$ cat src/rtl/piso_pkg.sv
// Shared types and helpers for the piso_stream_ser serializer.
//   piso_state_t : serializer FSM state (IDLE = shifter empty, SHIFT = shifter holds a word)
//   cnt_w()      : width of a counter that must hold values 0..w-1
package piso_pkg;

    typedef enum logic {
        IDLE  = 1'b0,
        SHIFT = 1'b1
    } piso_state_t;

    function automatic int cnt_w(input int w);
        return (w < 2) ? 1 : $clog2(w);
    endfunction

endpackage

$ cat src/rtl/piso_bit_counter.sv
// Bit-position counter for the serializer.
//   clk    : rising-edge clock
//   reset  : synchronous active-high reset, count -> 0
//   clr    : synchronous clear, count -> 0
//   en     : advance by one; wraps from MAX back to 0
//   count  : current bit index
//   at_max : count == MAX (current bit is the final one of the word)
module piso_bit_counter
    import piso_pkg::*;
#(
    parameter  int MAX = 7,
    localparam int CW  = cnt_w(MAX + 1)
) (
    input  logic          clk,
    input  logic          reset,
    input  logic          clr,
    input  logic          en,
    output logic [CW-1:0] count,
    output logic          at_max
);

    assign at_max = (count == CW'(MAX));

    always_ff @(posedge clk) begin
        if (reset || clr) begin
            count <= '0;
        end else if (en) begin
            count <= at_max ? '0 : count + CW'(1);
        end
    end

endmodule

$ cat src/rtl/piso_stream_ser.sv
// Parallel-in / serial-out serializer with valid/ready on both sides, a
// one-word holding buffer for gapless back-to-back words, and per-word
// MSB-first / LSB-first ordering.
//   clk        : rising-edge clock
//   reset      : synchronous active-high reset; aborts the current and held word
//   in         : parallel word
//   in_valid   : in / msb_first are valid
//   in_ready   : a word can be accepted this cycle
//   msb_first  : bit order of this word (1 = in[WIDTH-1] first), sampled on accept
//   out        : serial bit (IDLE_LEVEL while out_valid = 0)
//   out_valid  : out carries a valid bit
//   out_ready  : sink consumes out this cycle
//   out_last   : out is the final bit of its word
//   busy       : shifter or holding buffer occupied
//   dbg_state  : FSM state, for observation only
//
// Handshakes: a transfer happens at a rising edge where valid and ready are
// both 1. A producer must hold data stable while valid=1 and ready=0. in_ready
// is derived from registered state and reset only, never from in_valid.
// While out_ready=0 the out, out_last and out_valid signals stay frozen.
module piso_stream_ser
    import piso_pkg::*;
#(
    parameter int   WIDTH      = 8,
    parameter logic IDLE_LEVEL = 1'b0
) (
    input  logic             clk,
    input  logic             reset,
    input  logic [WIDTH-1:0] in,
    input  logic             in_valid,
    output logic             in_ready,
    input  logic             msb_first,
    output logic             out,
    output logic             out_valid,
    input  logic             out_ready,
    output logic             out_last,
    output logic             busy,
    output piso_state_t      dbg_state
);

    localparam int CW = cnt_w(WIDTH);

    if (WIDTH < 2 || WIDTH > 64) begin : g_width_check
        $fatal(1, "piso_stream_ser: WIDTH must be in 2..64");
    end

    piso_state_t      state, state_nxt;
    logic [WIDTH-1:0] sh;
    logic             sh_msb;
    logic [WIDTH-1:0] hold;
    logic             hold_msb;
    logic             hold_full;
    logic [CW-1:0]    count;
    logic             at_max;
    logic             accept;
    logic             adv;
    logic             last_done;

    assign in_ready  = !hold_full && !reset;
    assign accept    = in_valid && in_ready;
    assign adv       = (state == SHIFT) && out_ready;
    assign last_done = adv && at_max;
    assign dbg_state = state;

    // Counter is held at 0 while idle so every word starts at bit 0.
    piso_bit_counter #(
        .MAX (WIDTH - 1)
    ) u_cnt (
        .clk    (clk),
        .reset  (reset),
        .clr    (state == IDLE),
        .en     (adv),
        .count  (count),
        .at_max (at_max)
    );

    // State register
    always_ff @(posedge clk) begin
        if (reset) begin
            state <= IDLE;
        end else begin
            state <= state_nxt;
        end
    end

    // Next-state logic: leave SHIFT only when the last bit goes out and
    // nothing is waiting (neither held nor arriving on the same edge).
    always_comb begin
        state_nxt = state;
        case (state)
            IDLE:    if (accept) state_nxt = SHIFT;
            SHIFT:   if (last_done && !hold_full && !accept) state_nxt = IDLE;
            default: state_nxt = IDLE;
        endcase
    end

    // Output logic
    always_comb begin
        out_valid = 1'b0;
        out       = IDLE_LEVEL;
        out_last  = 1'b0;
        busy      = hold_full;
        if (state == SHIFT) begin
            out_valid = 1'b1;
            out       = sh_msb ? sh[WIDTH-1] : sh[0];
            out_last  = at_max;
            busy      = 1'b1;
        end
    end

    // Shifter and holding buffer. A word accepted while the shifter is busy
    // goes to the hold, except on the edge the last bit leaves with the hold
    // empty: then it bypasses straight into the shifter.
    always_ff @(posedge clk) begin
        if (reset) begin
            sh        <= '0;
            sh_msb    <= 1'b0;
            hold      <= '0;
            hold_msb  <= 1'b0;
            hold_full <= 1'b0;
        end else begin
            if (state == SHIFT && last_done && hold_full) begin
                hold_full <= 1'b0;
            end else if (state == SHIFT && accept && !last_done) begin
                hold      <= in;
                hold_msb  <= msb_first;
                hold_full <= 1'b1;
            end

            if (state == IDLE) begin
                if (accept) begin
                    sh     <= in;
                    sh_msb <= msb_first;
                end
            end else if (last_done) begin
                if (hold_full) begin
                    sh     <= hold;
                    sh_msb <= hold_msb;
                end else if (accept) begin
                    sh     <= in;
                    sh_msb <= msb_first;
                end else begin
                    sh <= '0;
                end
            end else if (adv) begin
                sh <= sh_msb ? {sh[WIDTH-2:0], 1'b0} : {1'b0, sh[WIDTH-1:1]};
            end
        end
    end

endmodule

$ cat config.mk
export PLATFORM = sky130hd
export DESIGN_NAME = piso_stream_ser
export DESIGN_NICKNAME = d
export VERILOG_FILES = /design/src/rtl/piso_pkg.sv /design/src/rtl/piso_bit_counter.sv /design/src/rtl/piso_stream_ser.sv
export SDC_FILE = /design/constraint.sdc
export NUM_CORES = 1
export LEC_CHECK = 0
export CORE_MARGIN = 5
export CORE_UTILIZATION = 52
export CTS_CLUSTER_SIZE = 30
export DETAILED_ROUTE_END_ITERATION = 10
export GPL_TIMING_DRIVEN = 0
export PLACE_DENSITY = 0.89
export SLEW_MARGIN = 20
export SYNTH_ARGS = -nofsm -noshare
export SYNTH_HDL_FRONTEND = slang
export SYNTH_SLANG_ARGS = --single-unit
$ cat constraint.sdc
create_clock -name clk -period 1.85 [get_ports clk]
set_input_delay 0.37 -clock clk [delete_from_list [all_inputs] [get_ports clk]]
set_output_delay 0.37 -clock clk [all_outputs]
set_load 0.02 [all_outputs]
* Word-level counts from Yosys, hierarchy flattened *
Cells that the tools add are included.
W data, S select, Z words.

operators by class
  reductions and logical operators = 19
  add/subtract/negate cells = 1
  shift operators = 0
  bitwise operators = 2
  multiply operators = 0
  order comparisons = 0
  equal/unequal tests = 3
  muxes and demuxes = 20
  div/mod/pow operators = 0

operator list
  cell                   number
  $mux W8                7
  $mux W1                11
  $logic_and A1 B1 Y1    10
  $logic_not A1 Y1       4
  $reduce_and A2 Y1      2
  $add A3 B1 Y3 const B  1
  $eq A3 B3 Y1 const B   1
  $mux W3                1
  $ne A3 B1 Y1 const B   1
  $ne A2 B1 Y1 const B   1
  $not A1 Y1             2
  $pmux W1 S2            1
  $reduce_bool A2 Y1     1
  $reduce_or A2 Y1       1
  $logic_or A1 B1 Y1     1

word-level totals
  flip-flop bits (word level) = 23
  bits in latches = 0
  output and inout bits = 6
  bits in writable memories = 0
  memories kept = 0
  memory bits (read-only) = 0
  input bits = 13

* Logic depth before layout (Yosys ltp) *
  depth after elaboration = 7
  depth in mapped cells = 7
  depth with buffers taken out = 6

* Hierarchy *
From an unflattened synthesis, not the netlist that was laid out.

unflattened totals
  cell total of the unflattened synthesis = 147
  area, all modules = 1,276.2 um^2

by module, submodules not included
  module            area each (um^2)  cells an instance  instances
  piso_stream_ser   1,133.6           135                1
  piso_bit_counter  142.6             12                 1

* Worst setup path after synthesis *
No wires, ideal clock.

  kind = input to register
  start = input reset
  end = register hold[0]
  stages = 5
  data arrival time = 1.426 ns
  data required time = 1.722 ns
  setup time = 0.128 ns
  slack = 0.297 ns
  path through = clkbuf_2 -> nor2_1 -> nand3_2 -> mux2i_1 -> nor2_1

on the way
  cells in the longest elaborated chain, start to end = 6

RTL lines
  element                             RTL line                RTL
  start, declared                     piso_stream_ser.sv:28   input logic reset,
  $logic_not A1 Y1                    piso_stream_ser.sv:59   assign in_ready = !hold_full && !reset;
  $logic_and A1 B1 Y1                 piso_stream_ser.sv:59
  named net in_ready                  piso_stream_ser.sv:31   output logic in_ready,
  $logic_and A1 B1 Y1                 piso_stream_ser.sv:60   assign accept = in_valid && in_ready;
  $logic_and A1 B1 Y1 (2 in series)   piso_stream_ser.sv:124  end else if (state == SHIFT && accept && !last_done) begin
  $reduce_and A2 Y1 (no source line)  -
  end signal, assigned                piso_stream_ser.sv:125  hold <= in;
  end, declared                       piso_stream_ser.sv:50   logic [WIDTH-1:0] hold;

The timed path passes the listed nets, and every way through them passes these cells.
A chain may end at the register's enable or synchronous reset.

* Worst setup path in the final report *
  start = register state, in the netlist dbg_state
  end = output busy

on the way
  cells in the longest elaborated chain, start to end = 1

RTL lines
  element                 RTL line                RTL
  start, declared         piso_stream_ser.sv:47   piso_state_t state, state_nxt;
  start signal, assigned  piso_stream_ser.sv:82   state <= state_nxt;
  $mux W1                 piso_stream_ser.sv:103  if (state == SHIFT) begin
  end, declared           piso_stream_ser.sv:37   output logic busy,

No other way between the ends.

==> results.txt <==
Status: finished clean
H-tree levels: 1
Area Overhead vs Synth: 20.9%
Initial antenna violation count: 0
Crit path DAT: 1.43 ns
Die extent in x: 58.6 um
Nets: 166
Largest buffer count on any clock path: 2
Fmax: 555 MHz
Synthesized area: 0.00123 mm^2
Number of global-route vias before repair: 1,038
Final GP Congestion: 0.867
Worst Slack Setup Final: 0.0495 ns
Crit path time final: 1.80 ns
Worst vdd ir: 0.000450 V
Post-detail-place hpwl: 2020 um
Drt pass-1 iters: 4
Vias: 1,025
Die H: 58.6 um
Clk sinks: 23
Final worst-path cycle share: 0.973
Placed inst area: 0.00142 mm^2
Total GRT Usage: 0.166
Worst-margin pin slew: 0.467 ns
Vias per inst: 5.76
CP endpoint kind: primary output
Remaining DRCs: 0
Post-layout util: 0.664
Ports: 19
Startpoint types: flip-flop
Flop2flop setup slack: 0.15 ns
Kind of critical path: flip-flop to primary output
Worst slew margin relative to its limit: 0.689
Worst-path maximum fanout: 10
Min-Delay Path Class: input pin to flip-flop
Proportion of layout cells with a drive suffix above 1: 0.233
WHS: 0.300 ns
Ant diodes: 0
Pre-CTS setup slack: -0.116 ns
Die area: 0.00343 mm^2
Worst-Skew Late Latency: 0.31 ns
Starting density of the core: 0.549
Top-area cell type share of the netlist area: 0.376
Final Hold Viols: 0
Area contributors post-synth: dfxtp_1, mux2i_1, nor2_1
Mapped Nets: 143
Final setup fails: 0
Post-synthesis instance total: 128
Seq/Total Area, Yosys: 0.376
Final instance area: 0.00148 mm^2
GRT overflow: 0
1st-iter DRT viols: 25
CP Data Required Time: 1.48 ns
Largest net degree at the start of global routing: 13
TritonCTS Buffers: 3
Core Box Area: 0.00223 mm^2
Synth warnings: 0
Clock Tree Root: clkbuf_4
CTS tree: built
First-pass GRT wire length: 4460 um
Hold_buf cts: 0
Yosys reg bits: 23
CTS clk-pin slew, worst paths: 0.13 ns
Syn avg cell area: 9.58 um^2
Worst Skew: 0.00889 ns
Yosys cell types: 30
Port Buf Inserts: 16
Pleak: 0.630 nW
Post-route antenna net violation count: 0
Max-slew violations: 0
Routed wire length per instance: 15.3 um
Max-cap violations: 0
Cell Rows: 17
Pwr dens: 698 mW/mm^2
Post-synth top area cell: dfxtp_1
Total wire length: 2730 um
FILL cells: 192
==> critical path, stage by stage, from the launching register on <==
cell	delay (ns)
dfxtp_4	0.40
buf_6	0.15
or2_2	0.28
clkdlybuf4s15_1	0.29
==> kinds of logic (layout without fill, tap and decap cells) <==
| group | after synthesis | after routing | share of synthesized area |
|---|---|---|---|
| adders and majority gates | 2 | 2 | 0.0204 |
| DFF | 23 | 23 | 0.376 |
| buffers and inverters | 9 | 31 | 0.0704 |
| muxes | 22 | 22 | 0.187 |
| and+or+nand+nor | 46 | 46 | 0.176 |
| AOI/OAI and AO/OA | 26 | 26 | 0.171 |
==> where the power goes <==
part	internal (mW)	switching [mW]
Sequential	0.528	0.0262
Combinational	0.129	0.124
Clock	0.0841	0.144
Total	0.741	0.294
==> per-stage QoR <==
stage	total power, mW	TNS [ns]	std cells
final	1.04	0	178
after global routing	1.08	-0.00153	178
after CTS	1.03	0	176
after detailed placement	0.814	-0.745	172
after global placement	0.802	-0.422	172
after floorplan	0.732	0	128
==> worst paths after layout <==
| path | startpoint | endpoint | cells after the start |
|---|---|---|---|
| max reg2reg | u_cnt.count[0] | hold[1] | 6 |
| min reg2reg | hold[3] | hold[3] | 2 |
| max | dbg_state | busy | 3 |
| min | out_ready | hold_full | 2 |
==> cells in the final DEF, fill, tap and decap left out <==
cell              n
a211oi_1          6
a21boi_2          1
a21oi_1           5
a221oi_1          7
a311oi_1          2
and2_1            1
buf_1             1
buf_4             3
buf_6             5
clkbuf_1          1
clkbuf_2          1
clkbuf_4          3
clkbuf_8          1
clkdlybuf4s15_1   1
clkdlybuf4s15_2   1
clkdlybuf4s50_1  12
dfxtp_1          20
dfxtp_2           2
dfxtp_4           1
dlygate4sd2_1     2
ha_1              1
ha_4              1
mux2_2            7
mux2i_1          15
nand2_1          11
nand2_2           2
nand2b_1          2
nand2b_4          1
nand3_2           1
nand3b_1          2
nor2_1           22
nor2_2            1
nor2b_1           1
nor3_1            1
o21ai_0           1
o21ai_1           1
o21ai_2           1
o31a_2            1
o31ai_4           1
or2_2             1
==> layout make-up <==
class	count	area (um^2)	share of cell area
tap	28	35.0	0.0236
timing repair buffer	18	174	0.117
multi-input combinational	96	694	0.468
buffer	9	86.3	0.0582
sequential	23	467	0.315
clock buffer	4	26.3	0.0177
==> per-layer routing <==
metal	track usage	share of wire
met2	0.305	0.51
met1	0.185	0.41
met3	0.0373	0.072
met4	0.0596	0.0092
met5	0	0
==> state kept, by name, summed over array words and instances (netlist names) <==
| register | cells |
|---|---|
| hold_full | 1 |
| dbg_state | 1 |
| sh_msb | 1 |
| hold_msb | 1 |
| u_cnt.count | 3 |
| sh | 8 |
| hold | 8 |
==> synthesized netlist by cell type, drive strengths merged <==
library cell  count
nor3              1
clkbuf            2
a21oi             5
o21ai             3
a21boi            1
a221oi            7
buf               7
or2               1
o31ai             1
mux2i            15
and2              1
a311oi            2
nand3             1
nand2            13
a211oi            6
ha                2
dfxtp            23
nand3b            2
o31a              1
mux2              7
nand2b            3
nor2b             1
nor2             23
==> repair_timing <==
action,CTS,global route
setup endpoints to repair,10,8
pin swaps,0,1
buffers inserted,0,2
gates resized for setup,9,5
Power figures use the tool's default switching activity.
